**src/rtl/shreg_pkg.sv**
```systemverilog
// Shared definitions for the universal shift register: mode encodings and
// the counter-width helper used to size shift_cnt.
package shreg_pkg;

   localparam logic [2:0] MODE_HOLD = 3'b000;
   localparam logic [2:0] MODE_LOAD = 3'b001;
   localparam logic [2:0] MODE_SHL  = 3'b010;
   localparam logic [2:0] MODE_SHR  = 3'b011;
   localparam logic [2:0] MODE_ROL  = 3'b100;
   localparam logic [2:0] MODE_ROR  = 3'b101;
   localparam logic [2:0] MODE_ASR  = 3'b110;
   localparam logic [2:0] MODE_CLR  = 3'b111;

   // Ceiling log2; clog2(1) is 0.
   function automatic int clog2(input int value);
      int r;
      int v;
      r = 0;
      v = value - 1;
      while (v > 0) begin
         r = r + 1;
         v = v >> 1;
      end
      return r;
   endfunction

   // Width of a modulo-n counter, never less than one bit.
   function automatic int cnt_w(input int n);
      return (clog2(n) < 1) ? 1 : clog2(n);
   endfunction

endpackage

```
**src/rtl/word_counter.sv**
```systemverilog
// Modulo-WIDTH shift counter. Emits a one-cycle registered pulse on the
// increment that wraps the count back to zero. clr restarts the count
// without a pulse; reset has priority over clr, clr over inc.
module word_counter
   import shreg_pkg::*;
#(
   parameter int WIDTH = 8
) (
   input  logic                      clk,
   input  logic                      reset,
   input  logic                      clr,
   input  logic                      inc,
   output logic [cnt_w(WIDTH)-1:0]   cnt,
   output logic                      wrap_pulse
);

   localparam int CW = cnt_w(WIDTH);
   // Explicit compare so non-power-of-two widths wrap at WIDTH-1.
   localparam logic [CW-1:0] LAST = CW'(WIDTH - 1);
   localparam logic [CW-1:0] ONE  = CW'(1);

   logic [CW-1:0] cnt_q, cnt_d;
   logic          wrap_q, wrap_d;

   // Next count and pulse; the pulse defaults low so any non-wrapping edge clears it.
   always_comb begin
      cnt_d  = cnt_q;
      wrap_d = 1'b0;
      if (clr) begin
         cnt_d = '0;
      end else if (inc) begin
         if (cnt_q == LAST) begin
            cnt_d  = '0;
            wrap_d = 1'b1;
         end else begin
            cnt_d = cnt_q + ONE;
         end
      end
   end

   // Counter and pulse registers with synchronous reset.
   always_ff @(posedge clk) begin
      if (reset) begin
         cnt_q  <= '0;
         wrap_q <= 1'b0;
      end else begin
         cnt_q  <= cnt_d;
         wrap_q <= wrap_d;
      end
   end

   assign cnt        = cnt_q;
   assign wrap_pulse = wrap_q;

endmodule

```
**src/rtl/univ_shift_reg.sv**
```systemverilog
// Universal shift register: hold, load, logical shifts, rotates, arithmetic
// shift right and clear, with a shared shift counter that pulses word_done
// on every WIDTH-th counted shift.
module univ_shift_reg
   import shreg_pkg::*;
#(
   parameter int               WIDTH     = 8,
   parameter logic [WIDTH-1:0] RESET_VAL = '0
) (
   input  logic                      clk,
   input  logic                      reset,
   input  logic                      en,
   input  logic [2:0]                mode,
   input  logic [WIDTH-1:0]          d,
   input  logic                      sin_msb,
   input  logic                      sin_lsb,
   output logic [WIDTH-1:0]          q,
   output logic                      sout_msb,
   output logic                      sout_lsb,
   output logic [cnt_w(WIDTH)-1:0]   shift_cnt,
   output logic                      word_done
);

   logic [WIDTH-1:0] q_q, q_d;
   logic             cnt_clr;
   logic             cnt_inc;

   // Mode mux: next register value plus counter restart/advance requests.
   // en=0 leaves everything idle, which also forces word_done low next edge.
   always_comb begin
      q_d     = q_q;
      cnt_clr = 1'b0;
      cnt_inc = 1'b0;
      if (en) begin
         case (mode)
            MODE_LOAD: begin
               q_d     = d;
               cnt_clr = 1'b1;
            end
            MODE_SHL: begin
               q_d     = {q_q[WIDTH-2:0], sin_lsb};
               cnt_inc = 1'b1;
            end
            MODE_SHR: begin
               q_d     = {sin_msb, q_q[WIDTH-1:1]};
               cnt_inc = 1'b1;
            end
            MODE_ROL: begin
               q_d     = {q_q[WIDTH-2:0], q_q[WIDTH-1]};
               cnt_inc = 1'b1;
            end
            MODE_ROR: begin
               q_d     = {q_q[0], q_q[WIDTH-1:1]};
               cnt_inc = 1'b1;
            end
            MODE_ASR: begin
               q_d     = {q_q[WIDTH-1], q_q[WIDTH-1:1]};
               cnt_inc = 1'b1;
            end
            MODE_CLR: begin
               q_d     = RESET_VAL;
               cnt_clr = 1'b1;
            end
            default: begin
               q_d = q_q;
            end
         endcase
      end
   end

   // Data register with synchronous reset to RESET_VAL.
   always_ff @(posedge clk) begin
      if (reset) begin
         q_q <= RESET_VAL;
      end else begin
         q_q <= q_d;
      end
   end

   word_counter #(
      .WIDTH (WIDTH)
   ) u_word_counter (
      .clk        (clk),
      .reset      (reset),
      .clr        (cnt_clr),
      .inc        (cnt_inc),
      .cnt        (shift_cnt),
      .wrap_pulse (word_done)
   );

   assign q        = q_q;
   assign sout_msb = q_q[WIDTH-1];
   assign sout_lsb = q_q[0];

endmodule

```
**config.mk**
```make
export PLATFORM = sky130hd
export DESIGN_NAME = univ_shift_reg
export DESIGN_NICKNAME = d
export VERILOG_FILES = /design/src/rtl/shreg_pkg.sv /design/src/rtl/word_counter.sv /design/src/rtl/univ_shift_reg.sv
export SDC_FILE = /design/constraint.sdc
export NUM_CORES = 1
export LEC_CHECK = 0
export CELL_PAD_IN_SITES_DETAIL_PLACEMENT = 1
export CELL_PAD_IN_SITES_GLOBAL_PLACEMENT = 2
export CORE_UTILIZATION = 25
export DETAILED_ROUTE_END_ITERATION = 8
export PLACE_DENSITY = 0.86
export RECOVER_POWER = 50
export SYNTH_ARGS = -nofsm -noshare
export SYNTH_HDL_FRONTEND = slang
export SYNTH_SLANG_ARGS = --single-unit
```
**constraint.sdc**
```tcl
create_clock -name clk -period 1.8 [get_ports clk]
set_input_delay 0.18 -clock clk [delete_from_list [all_inputs] [get_ports clk]]
set_output_delay 0.18 -clock clk [all_outputs]
set_load 0.05 [all_outputs]
```
==> impl_metrics.json, run 1 <==
{
  "overflow": 0,
  "p_per_area_mw_per_mm2": 647,
  "postRouteAntennaNets": 0,
  "post_route_cells_drive_above_1_share_pct": 17.3,
  "detailed_place_hpwl_um": 1870,
  "synth_warnings": 0,
  "drc_errors": 0,
  "vias_per_cell": 5.08,
  "htreeDepth": 1,
  "dpl_worst_slack_ps": 21.0,
  "maxSlewHeadroom_pct": 61.0,
  "total_leakage_power_nw": 0.437,
  "arrival_ps": 1570,
  "clk_latency_ps": 290,
  "wl_per_cell_um": 14.1,
  "syn_area_sq_um": 836,
  "post-route-min-period_ps": 1750,
  "worst_slack_ps": 50.1,
  "worst-setup-path-type": "reg2out",
  "max_freq_mhz": 571,
  "peakVddDrop_mv": 0.245,
  "drt_wl_total_um": 2400,
  "synth_nets": 114,
  "crit_family": "buffers and inverters",
  "critical_path_peak_fanout": 5,
  "hold_class": "in2reg",
  "status": "finished clean",
  "hold_viol_final": 0,
  "placed_area_sq_mm": 0.00117,
  "worstPathRequired_ps": 1620,
  "drv_cap": 0,
  "slowest_delay_ps": 840,
  "syn2layout_area_growth_pct": 43.4,
  "crit_path_cell_trace": "clkdlybuf4s50_1",
  "worstSetupStartpointType": "flop",
  "finalSetupTns_ps": 0,
  "fin_skew_ps": 12.2,
  "die_h_um": 59.8,
  "grt_pass1_wl_um": 4150,
  "synth_cell_types": 35,
  "cts_buffers": 3,
  "fin_area_sq_mm": 0.00120,
  "initial_core_util_pct": 26.9,
  "critPathSlowestCell": "clkdlybuf4s50_1",
  "drv_slew": 0,
  "die-width_um": 59.8,
  "gp_congestion": 0.797,
  "synth_seq_cells": 12,
  "rows": 20,
  "layout_commonest_cell": "clkdlybuf4s50_1",
  "fin_nets": 146,
  "tightest_slew_ps": 588,
  "core_area_sq_mm": 0.00310,
  "io_pins": 30,
  "setup_violations": 0,
  "worstSetupEndpointType": "output pin",
  "clk_pin_slew_worst_paths_ps": 90,
  "cts_hold_buf": 0,
  "grt_max_degree": 16,
  "avgSynthCellArea_sq_um": 8.71,
  "num_vias": 868,
  "rsz0062_at_grt": "false",
  "cts_tree": "built",
  "grt_util_all_layers_pct": 15.6,
  "drt-initial-drc-count": 11,
  "layout_common_cells": "clkdlybuf4s50_1, dfxtp_1, a21oi_1",
  "dr.pass1.iters": 4,
  "ctsRootBufferMaster": "clkbuf_4",
  "postCtsSetupBuffers": 0,
  "synth_cells": 96,
  "critPathBufInv": 1,
  "clockBufferDepth": 2,
  "ys_seq_area_share_pct": 28.7,
  "diodes": 0,
  "io_buffers": 29,
  "dieArea_sq_mm": 0.00358,
  "grt_pass1_vias": 868,
  "cts_sinks": 12,
  "power_mw": 0.775,
  "antenna_found_initial": 0,
  "finalCritPeriodShare_pct": 97.2
}
-- per-layer routing --
metal | GRT usage [%] | vias up | share of wire (%)
met3 | 4.76 | 4 | 3.8
met2 | 25.9 | 17 | 48
met4 | 3.99 | 0 | 1.2
met5 | 0 | - | 0
li1 | - | 430 | -
met1 | 19.4 | 417 | 47
-- stage by stage --
step,instances,util (%),hold WS [ps]
2_1_floorplan,96,-,352
3_3_place_gp,167,37.9,490
3_5_place_dp,167,37.9,503
4_1_cts,171,39.0,491
5_1_grt,171,38.6,511
6_report,171,38.6,492
-- synthesized netlist by cell type (all sizes together) --
master,count,area (sq um)
dfxtp,12,240
a21oi,9,45.0
buf,8,57.6
nand2b,7,43.8
a221oi,6,58.8
mux2,6,67.6
nand3,6,30.0
o32ai,6,52.6
o21ai,5,28.8
nand2,4,15.0
nor2,4,15.0
a31o,2,17.5
and3,2,12.5
clkbuf,2,8.75
ha,2,25.0
a21bo,1,10.0
a21boi,1,7.51
a21o,1,7.51
a31oi,1,6.26
a41oi,1,8.76
and2,1,6.26
and3b,1,8.76
mux2i,1,10.0
nand3b,1,7.51
o211ai,1,7.51
o21a,1,7.51
o21bai,1,7.51
or3,1,6.26
or4,1,7.51
xor2,1,8.76
-- area by class of cell --
class | count | area, sq um
Multi-Input combinational cell | 74 | 526
Timing Repair Buffer | 37 | 342
Sequential cell | 12 | 240
Tap cell | 44 | 55.1
Clock buffer | 4 | 36.3
Fill cell | 377 | 1900
-- registers in the layout, summed over array words and instances (netlist names) --
name and cells:
q 8, u_word_counter.wrap_pulse 1, u_word_counter.cnt 3
-- where the power goes --
part           switching (mW)  total [mW]  internal [mW]
clock                   0.100       0.224          0.123
sequential             0.0156       0.295          0.280
combinational           0.143       0.256          0.113
total                   0.259       0.775          0.516
-- final timing paths --
kind                                       from                            endpoint  slack, ps  depth (start not counted)
min                                     sin_lsb                   q[0]$_SDFFE_PP0P_        490                          3
max                           q[6]$_SDFFE_PP0P_                                q[6]         50                          1
max reg2reg  u_word_counter.cnt[0]$_SDFFE_PP0P_  u_word_counter.cnt[0]$_SDFFE_PP0P_        370                          4
min reg2reg  u_word_counter.cnt[1]$_SDFFE_PP0P_  u_word_counter.cnt[1]$_SDFFE_PP0P_        500                          2
-- logic make-up after synthesis --
family	Yosys count	share of synthesized area (%)
compound gates	36	31.7
simple gates	28	18.3
flops	12	28.7
buf+inv	10	7.93
mux	7	9.28
fa+ha+maj	2	2.99
xor+xnor	1	1.05
-- worst min-delay path: stages --
cell             delay (ps)
clkdlybuf4s50_1         390
nand2_1                  60
a41oi_1                  90
-- repair_timing --
action                                 in CTS  in global routing
setup endpoints to repair                   0                  1
endpoints found under the hold margin       0                  0
gates resized for setup                     0                  1
Power figures use the tool's default switching activity.
==> inputs of run 2 (changes only) <==
--- a/config.mk
+++ b/config.mk
@@ -9,8 +9,9 @@
 export CELL_PAD_IN_SITES_GLOBAL_PLACEMENT = 2
 export CORE_UTILIZATION = 25
 export DETAILED_ROUTE_END_ITERATION = 8
-export PLACE_DENSITY = 0.86
+export PLACE_DENSITY = 0.89
 export RECOVER_POWER = 50
+export SLEW_MARGIN = 40
 export SYNTH_ARGS = -nofsm -noshare
 export SYNTH_HDL_FRONTEND = slang
 export SYNTH_SLANG_ARGS = --single-unit
==> run 2 against run 1 <==
  * Routed wire length grew 4.2%
  * Clock-buffer cell count is the same
  * First-iteration DRC count grew 45%
  * Sequential power is essentially flat
  * Highest routed layer unchanged
==> impl_metrics.json, run 2 (same netlist as run 1, synthesis figures left out) <==
{
  "syn2layout_area_growth_pct": 43.6,
  "instances_no_fill": 171,
  "dieArea_sq_mm": 0.00358,
  "fin_skew_ps": 3.02,
  "grt_pass1_wl_um": 4280,
  "post_route_cells_drive_above_1_share_pct": 15.7,
  "detailed_place_hpwl_um": 1960,
  "grt_pass1_vias": 941,
  "cts_tree": "built",
  "wl_per_cell_um": 14.6,
  "layout_common_cells": "clkdlybuf4s50_1, dfxtp_1, a21oi_1",
  "io_buffers": 29,
  "clk_latency_ps": 280,
  "worstPathRequired_ps": 1620,
  "critPathSlowestCell": "clkdlybuf4s50_1",
  "worstSetupStartpointType": "flop",
  "largest_register_ffs": 8,
  "rsz0062_at_grt": "false",
  "antenna_found_initial": 0,
  "clk_pin_slew_worst_paths_ps": 80,
  "htreeDepth": 1,
  "vias_per_cell": 5.15,
  "rows": 20,
  "cts_sinks": 12,
  "worst-setup-path-type": "reg2out",
  "postRouteAntennaNets": 0,
  "finalCritPeriodShare_pct": 95.8,
  "finalSetupTns_ps": 0,
  "grt_max_degree": 19,
  "cts_hold_buf": 0,
  "dr.pass1.iters": 4,
  "drv_cap": 0,
  "grt_util_all_layers_pct": 16.1,
  "power_mw": 0.771,
  "fin_area_sq_mm": 0.00120,
  "ff_latch_area_sq_um": 240,
  "clockBufferDepth": 2,
  "critical_path_peak_fanout": 6,
  "initial_core_util_pct": 26.9,
  "fillers": 398,
  "arrival_ps": 1540,
  "crit_path_cell_trace": "clkdlybuf4s50_1",
  "drt_wl_total_um": 2500,
  "maxSlewHeadroom_pct": 59.8,
  "overflow": 0,
  "total_leakage_power_nw": 0.430,
  "diodes": 0,
  "peakVddDrop_mv": 0.356,
  "multi_input_area_sq_um": 529,
  "tightest_slew_ps": 606,
  "gp_congestion": 0.770,
  "crit_family": "buffers and inverters",
  "status": "finished clean",
  "die-width_um": 59.8,
  "post-route-min-period_ps": 1720,
  "drv_slew": 0,
  "p_per_area_mw_per_mm2": 642,
  "fin_nets": 146,
  "setup_violations": 0,
  "drt-initial-drc-count": 16,
  "slowest_delay_ps": 840,
  "max_freq_mhz": 580,
  "worstSetupEndpointType": "output pin",
  "die_h_um": 59.8,
  "drc_errors": 0,
  "place_inst": 167,
  "ctsRootBufferMaster": "clkbuf_4",
  "hold_viol_final": 0,
  "io_pins": 30,
  "core_area_sq_mm": 0.00310,
  "layout_commonest_cell": "clkdlybuf4s50_1",
  "placed_area_sq_mm": 0.00119,
  "num_vias": 881,
  "hold_class": "in2reg",
  "cts_buffers": 3,
  "critPathBufInv": 1
}
==> run 2: changes by cell type in the layout (fill, tap and decap cells not counted) <==
cell,previous run,this run
clkbuf_2,1,0
clkdlybuf4s50_1,27,26
o21ai_2,0,1
buf_4,7,4
and2_1,0,1
o21ai_0,5,4
clkbuf_1,1,5
and2_0,1,0
buf_12,0,1
==> run 2: area by class of cell <==
type / count / share of cell area [%]
multi-input cells: 74 / 44.1
repair buffers: 37 / 28.3
flip-flops and latches: 12 / 20.0
well taps: 44 / 4.59
clock buffers: 4 / 3.02
==> run 2: final timing paths <==
path,start,endpoint,slack (ps),depth (start not counted)
worst max-delay path,q[7]$_SDFFE_PP0P_,sout_msb,80,1
worst min register to register,u_word_counter.cnt[1]$_SDFFE_PP0P_,u_word_counter.cnt[1]$_SDFFE_PP0P_,510,2
worst max register to register,u_word_counter.cnt[0]$_SDFFE_PP0P_,u_word_counter.cnt[0]$_SDFFE_PP0P_,380,4
worst min-delay path,sin_lsb,q[0]$_SDFFE_PP0P_,490,3
==> run 2: what timing repair did <==
item                       in CTS  in global routing
setup buffers                   0                  0
gates resized for setup         0                  2
setup endpoints to repair       0                  2
==> run 2: report_power, final <==
part	internal, mW	leakage, nW	switching (mW)
Clock	0.123	0.0210	0.0949
Sequential	0.280	0.0979	0.0185
Combinational	0.112	0.311	0.142
Total	0.515	0.430	0.256
==> run 2: stage by stage <==
step	hold slack [ps]	utilization (%)	setup WS, ps
2_1_floorplan	352	-	203
6_report	493	38.7	75.9
3_5_place_dp	514	38.3	52.3
3_3_place_gp	485	38.3	101
4_1_cts	492	39.4	22.0
5_1_grt	502	38.7	22.2
==> run 2: per-layer routing <==
metal,vias to the layer above,GRT usage [%],part of all wire (%)
li1,431,-,-
met1,427,18.0,43
met2,21,29.7,52
met3,2,3.46,3.7
met4,0,5.98,1.4
met5,-,0,0
==> inputs of run 3 (changes only) <==
--- a/config.mk
+++ b/config.mk
@@ -7,10 +7,12 @@
 export LEC_CHECK = 0
 export CELL_PAD_IN_SITES_DETAIL_PLACEMENT = 1
 export CELL_PAD_IN_SITES_GLOBAL_PLACEMENT = 2
-export CORE_UTILIZATION = 25
+export CORE_UTILIZATION = 26
+export CTS_BUF_LIST = sky130_fd_sc_hd__clkbuf_2
 export DETAILED_ROUTE_END_ITERATION = 8
-export PLACE_DENSITY = 0.89
+export PLACE_DENSITY = 0.91
 export RECOVER_POWER = 50
+export SKIP_CTS_REPAIR_TIMING = 1
 export SLEW_MARGIN = 40
 export SYNTH_ARGS = -nofsm -noshare
 export SYNTH_HDL_FRONTEND = slang
==> run 3 against run 2 <==
  * Utilization decreased by 0.96 points
  * Global-route usage about the same
  * Via count is 0.23% higher
  * Sequential power about the same
  * Maximum frequency shrank 0.54%
  * Largest cell class unchanged
  * Highest routed layer unchanged
==> impl_metrics.json, run 3 (same netlist as run 1, synthesis figures left out) <==
{
  "hold_class": "in2reg",
  "worstSetupEndpointType": "output pin",
  "worstHoldStart": "sin_lsb",
  "total_leakage_power_nw": 0.413,
  "die_h_um": 58.7,
  "grt_pass1_vias": 887,
  "dr.pass1.iters": 4,
  "hold_end": "q[0]$_SDFFE_PP0P_",
  "finalCritPeriodShare_pct": 96.3,
  "crit_path_cell_trace": "clkdlybuf4s50_1",
  "finalSetupTns_ps": 0,
  "clk_latency_ps": 280,
  "postRouteAntennaNets": 0,
  "rsz0062_at_grt": "false",
  "arrival_ps": 1550,
  "cts_sinks": 12,
  "gp_congestion": 0.762,
  "rr_startpoint": "u_word_counter.cnt[0]$_SDFFE_PP0P_",
  "syn2layout_area_growth_pct": 37.7,
  "setup_violations": 0,
  "post-route-min-period_ps": 1730,
  "drt_wl_total_um": 2560,
  "num_vias": 883,
  "maxSlewHeadroom_pct": 60.5,
  "worst_slack_ps": 66.6,
  "status": "finished clean",
  "clockBufferDepth": 2,
  "crit_family": "buffers and inverters",
  "p_per_area_mw_per_mm2": 601,
  "io_pins": 30,
  "detailed_place_hpwl_um": 1830,
  "reg2reg_slack_ps": 370,
  "critPathBufInv": 1,
  "overflow": 0,
  "reg2regPathDepth": 4,
  "fin_skew_ps": 2.00,
  "cts_tree": "built",
  "drv_slew": 0,
  "layout_commonest_cell": "clkdlybuf4s50_1",
  "layout_common_cells": "clkdlybuf4s50_1, dfxtp_1, a21oi_1",
  "max_freq_mhz": 577,
  "vias_per_cell": 5.19,
  "grt_pass1_wl_um": 4200,
  "die-width_um": 58.7,
  "fin_nets": 145,
  "peakVddDrop_mv": 0.297,
  "startpoint": "q[4]$_SDFFE_PP0P_",
  "dieArea_sq_mm": 0.00345,
  "critical_path_peak_fanout": 5,
  "worstSetupStartpointType": "flop",
  "tightest_slew_ps": 595,
  "drv_cap": 0,
  "grt_max_degree": 16,
  "dpl_worst_slack_ps": 25.7,
  "worstPathRequired_ps": 1620,
  "diodes": 0,
  "worst-setup-path-type": "reg2out",
  "ctsRootBufferMaster": "clkbuf_2",
  "slowest_delay_ps": 840,
  "io_buffers": 29,
  "cts_buffers": 3,
  "drt-initial-drc-count": 28,
  "rows": 20,
  "largest_register_ffs": 8,
  "antenna_found_initial": 0,
  "htreeDepth": 1,
  "post_route_cells_drive_above_1_share_pct": 15.1,
  "wl_per_cell_um": 15.0,
  "initial_core_util_pct": 27.4,
  "r2r-end": "u_word_counter.cnt[0]$_SDFFE_PP0P_",
  "drc_errors": 0,
  "critPathSlowestCell": "clkdlybuf4s50_1",
  "hold_depth": 3,
  "grt_util_all_layers_pct": 16.2,
  "hold_viol_final": 0,
  "clk_pin_slew_worst_paths_ps": 130,
  "core_area_sq_mm": 0.00305
}
[run 3: worst min-delay path: stages]
cell	delay, ps
clkdlybuf4s50_1	400
nand2_1	60
a41oi_1	90
[run 3: cell type report]
type	count	area, sq um
clock buffers	3	15.0
well taps	44	55.1
repair buffers	36	314
clock inverters	1	3.75
multi-input cells	74	523
fillers	388	1900
flip-flops and latches	12	240
[run 3: worst max path at each step]
stage | cells past startpoint | end | slack [ps]
global route | 1 | q[5] | 10
global placement | 4 | q[5]$_SDFFE_PP0P_ | 100
finish | 1 | q[4] | 70
floorplan | 4 | u_word_counter.cnt[0]$_SDFFE_PP0P_ | 200
CTS | 1 | q[7] | 1
detailed placement | 4 | q[1]$_SDFFE_PP0P_ | 30
[run 3: metal layers]
layer / part of all wire (%) / track usage [%]
met1: 43 / 19.2
met2: 52 / 28.6
met3: 3.9 / 3.96
met4: 1.1 / 5.10
met5: 0 / 0
[run 3: through the flow]
step,cell area [sq um],total power [mW],util (%),hold WS [ps],instances
CTS,1180,0.706,38.8,484,170
global placement,1160,0.554,38.2,488,166
floorplan,836,0.464,-,352,96
finish,1150,0.692,37.7,481,170
global route,1150,0.725,37.7,489,170
detailed placement,1160,0.561,38.2,511,166
[run 3: power by group]
group / internal (mW) / switching, mW / total (mW)
Sequential: 0.280 / 0.0185 / 0.299
Clock: 0.0482 / 0.0988 / 0.147
Combinational: 0.105 / 0.142 / 0.246
==> edit: new RTL, settings of run 2 <==
Register the outputs `sout_msb` and `sout_lsb`; this adds one clock of latency there. The other outputs are not delayed to match.
--- a/src/rtl/univ_shift_reg.sv
+++ b/src/rtl/univ_shift_reg.sv
@@ -91,4 +91,6 @@
    assign q        = q_q;
-   assign sout_msb = q_q[WIDTH-1];
-   assign sout_lsb = q_q[0];
+   always_ff @(posedge clk) begin
+      sout_msb <= q_q[WIDTH-1];
+      sout_lsb <= q_q[0];
+   end
 
Check against the original RTL: not equivalent (a bounded check fails within 4 cycles, from zero or initial values and one cycle with reset high).
==> edit against run 2 <==
Routed wire length fell by 10%. Area after synthesis decreased by 5.4%. Worst setup slack improved by 0.0044 ns. Count of clock-buffer cells in the layout is 1 lower. Critical path depth stayed put. Critical path type unchanged. Final area decreased by 2.5%. Register-to-register slack better by 0.12 ns. Power decreased by 5.8%. Sequential cell count grew 2. First-iteration DRC count down 25%. Synthesized cell count decreased by 6.3%.
==> edit: results (changes against run 2) <==
| Metric | Value |
|---|---|
| Post-CTS Resized | 0 (unchanged) |
| Vias | 808 (was 881) |
| Synthesized area per cell | 8.79 um^2 (was 8.71 um^2) |
| Seq/Total Area, Yosys | 35.4% (was 28.7%) |
| Gr usage total | 15.2% (was 16.1%) |
| Initial antenna violation count | 0 (unchanged) |
| Met3 layer wire length in the routed design | 88 um (was 93 um) |
| Met2 routed WL | 1160 um (was 1290 um) |
| Peak VDD IR | 0.387 mV (was 0.356 mV) |
| Num CTS Buffers | 3 (unchanged) |
| DP Cell Count | 164 (was 167) |
| Drt total wl | 2250 um (was 2500 um) |
| Max incr delay on CP | 0.84 ns (about the same) |
| DP Wirelength | 1670 um (was 1960 um) |
| Clock skew | 0.000498 ns (was 0.00302 ns) |
| Largest cells by area after synthesis | dfxtp_1 (35%), o21ai_0 (10%), a221oi_1 (7.8%), mux2_2 (7.1%), nand2_1 (5.2%) (was dfxtp_1 (29%), mux2_2 (8.1%), o32ai_1 (6.3%), a21oi_1 (5.4%), a221oi_1 (5.2%)) |
| Worst slew margin | 66.5% (was 59.8%) |
| Outcome | completed (unchanged) |
| Nets@finish | 143 (was 146) |
| Setup TNS | 0 ns (unchanged) |
| Max reg flops | 8 (unchanged) |
| Hold Path Class | reg -> reg (was in -> reg) |
| Metal-1 WL | 991 um (was 1080 um) |
| Pleak | 0.448 nW (was 0.430 nW) |
| Routability cong. | 0.759 (was 0.770) |
| Layout cell share with drive strength beyond 1 | 14.6% (was 15.7%) |
| Post-CTS Setup Bufs | 0 (unchanged) |
| Clk Latency, worst-skew pair | 0.28 ns (about the same) |
| Placed inst area | 1150 um^2 (was 1190 um^2) |
| Vias in the first global route | 838 (was 941) |
| Syn_nets | 108 (was 114) |
| First-pass GRT wire length | 3940 um (was 4280 um) |
| Ant diodes | 0 (unchanged) |
| Distinct cell type count after synthesis | 31 (was 35) |
| CTS H-Tree Depth | 1 (unchanged) |
| Critical path fanouts, max | 6 (unchanged) |
| Post-synth top cells | o21ai_0 (16), dfxtp_1 (14), nand2_1 (11), a221oi_1 (7) (was dfxtp_1 (12), a21oi_1 (9), nand2b_1 (7)) |
| Bufs on Longest Clock Path | 2 (unchanged) |
| Starting DRT DRC Count | 12 (was 16) |
| Pre-antenna DRT Iters | 4 (unchanged) |
| Avg Vias per Cell | 4.84 (was 5.15) |
[edit: cell count changes in the layout (fill, tap and decap cells not counted), moves of 3 or more]
| cell | run 2 | this run |
|---|---|---|
| inv_1 | 0 | 3 |
| clkdlybuf4s50_1 | 26 | 22 |
| nand2_1 | 4 | 11 |
| a21oi_1 | 9 | 1 |
| nand3_1 | 6 | 0 |
| nand2b_1 | 7 | 1 |
| o21ai_0 | 4 | 17 |
| clkbuf_1 | 5 | 0 |
| o32ai_1 | 6 | 0 |
| dlygate4sd3_1 | 1 | 7 |
| nor3_1 | 0 | 3 |
[edit: area by class of cell]
type                            instances  area, um^2
Clock buffer                            3        22.5
Tap cell                               44        55.1
Timing Repair Buffer                   34         340
Multi-Input combinational cell         69         460
Sequential cell                        14         280
Fill cell                             364        1860
Inverter                                3        11.3
[edit: worst paths after layout]
check | startpoint | to | slack, ns | depth (start not counted)
max reg2reg | u_word_counter.cnt[0] | u_word_counter.cnt[0] | 0.50 | 4
min reg2reg | q[0] | sout_lsb | 0.40 | 0
min | q[0] | sout_lsb | 0.40 | 0
max | q[7] | q[7] | 0.08 | 1
[edit: logic make-up (layout without fill, tap and decap cells)]
group	Yosys count	count (layout)	synth area share (%)
XOR/XNOR	2	2	2.22
flip-flops	14	14	35.4
buffers and inverters	7	40	5.85
multiplexers	7	7	9.65
adder cells (fa/ha/maj)	2	2	3.16
AND/OR/NAND/NOR	26	26	15.4
AO/OA/AOI/OAI	32	32	28.3
[edit: per-layer routing]
metal,vias up,GRT usage [%]
li1,397,-
met3,2,4.46
met5,-,0
met1,388,17.6
met4,0,3.06
met2,21,27.8
[edit: metrics by stage]
step	total power [mW]	setup slack, ns
2_1_floorplan	0.470	0.346
6_report	0.726	0.0803
3_5_place_dp	0.558	-0.0346
4_1_cts	0.740	0.0699
5_1_grt	0.763	0.0189
3_3_place_gp	0.552	0.0378
[edit: power by group]
part | internal [mW] | switching [mW] | total, mW
registers | 0.323 | 0.0135 | 0.337
clock network | 0.0776 | 0.101 | 0.179
logic | 0.0928 | 0.118 | 0.211
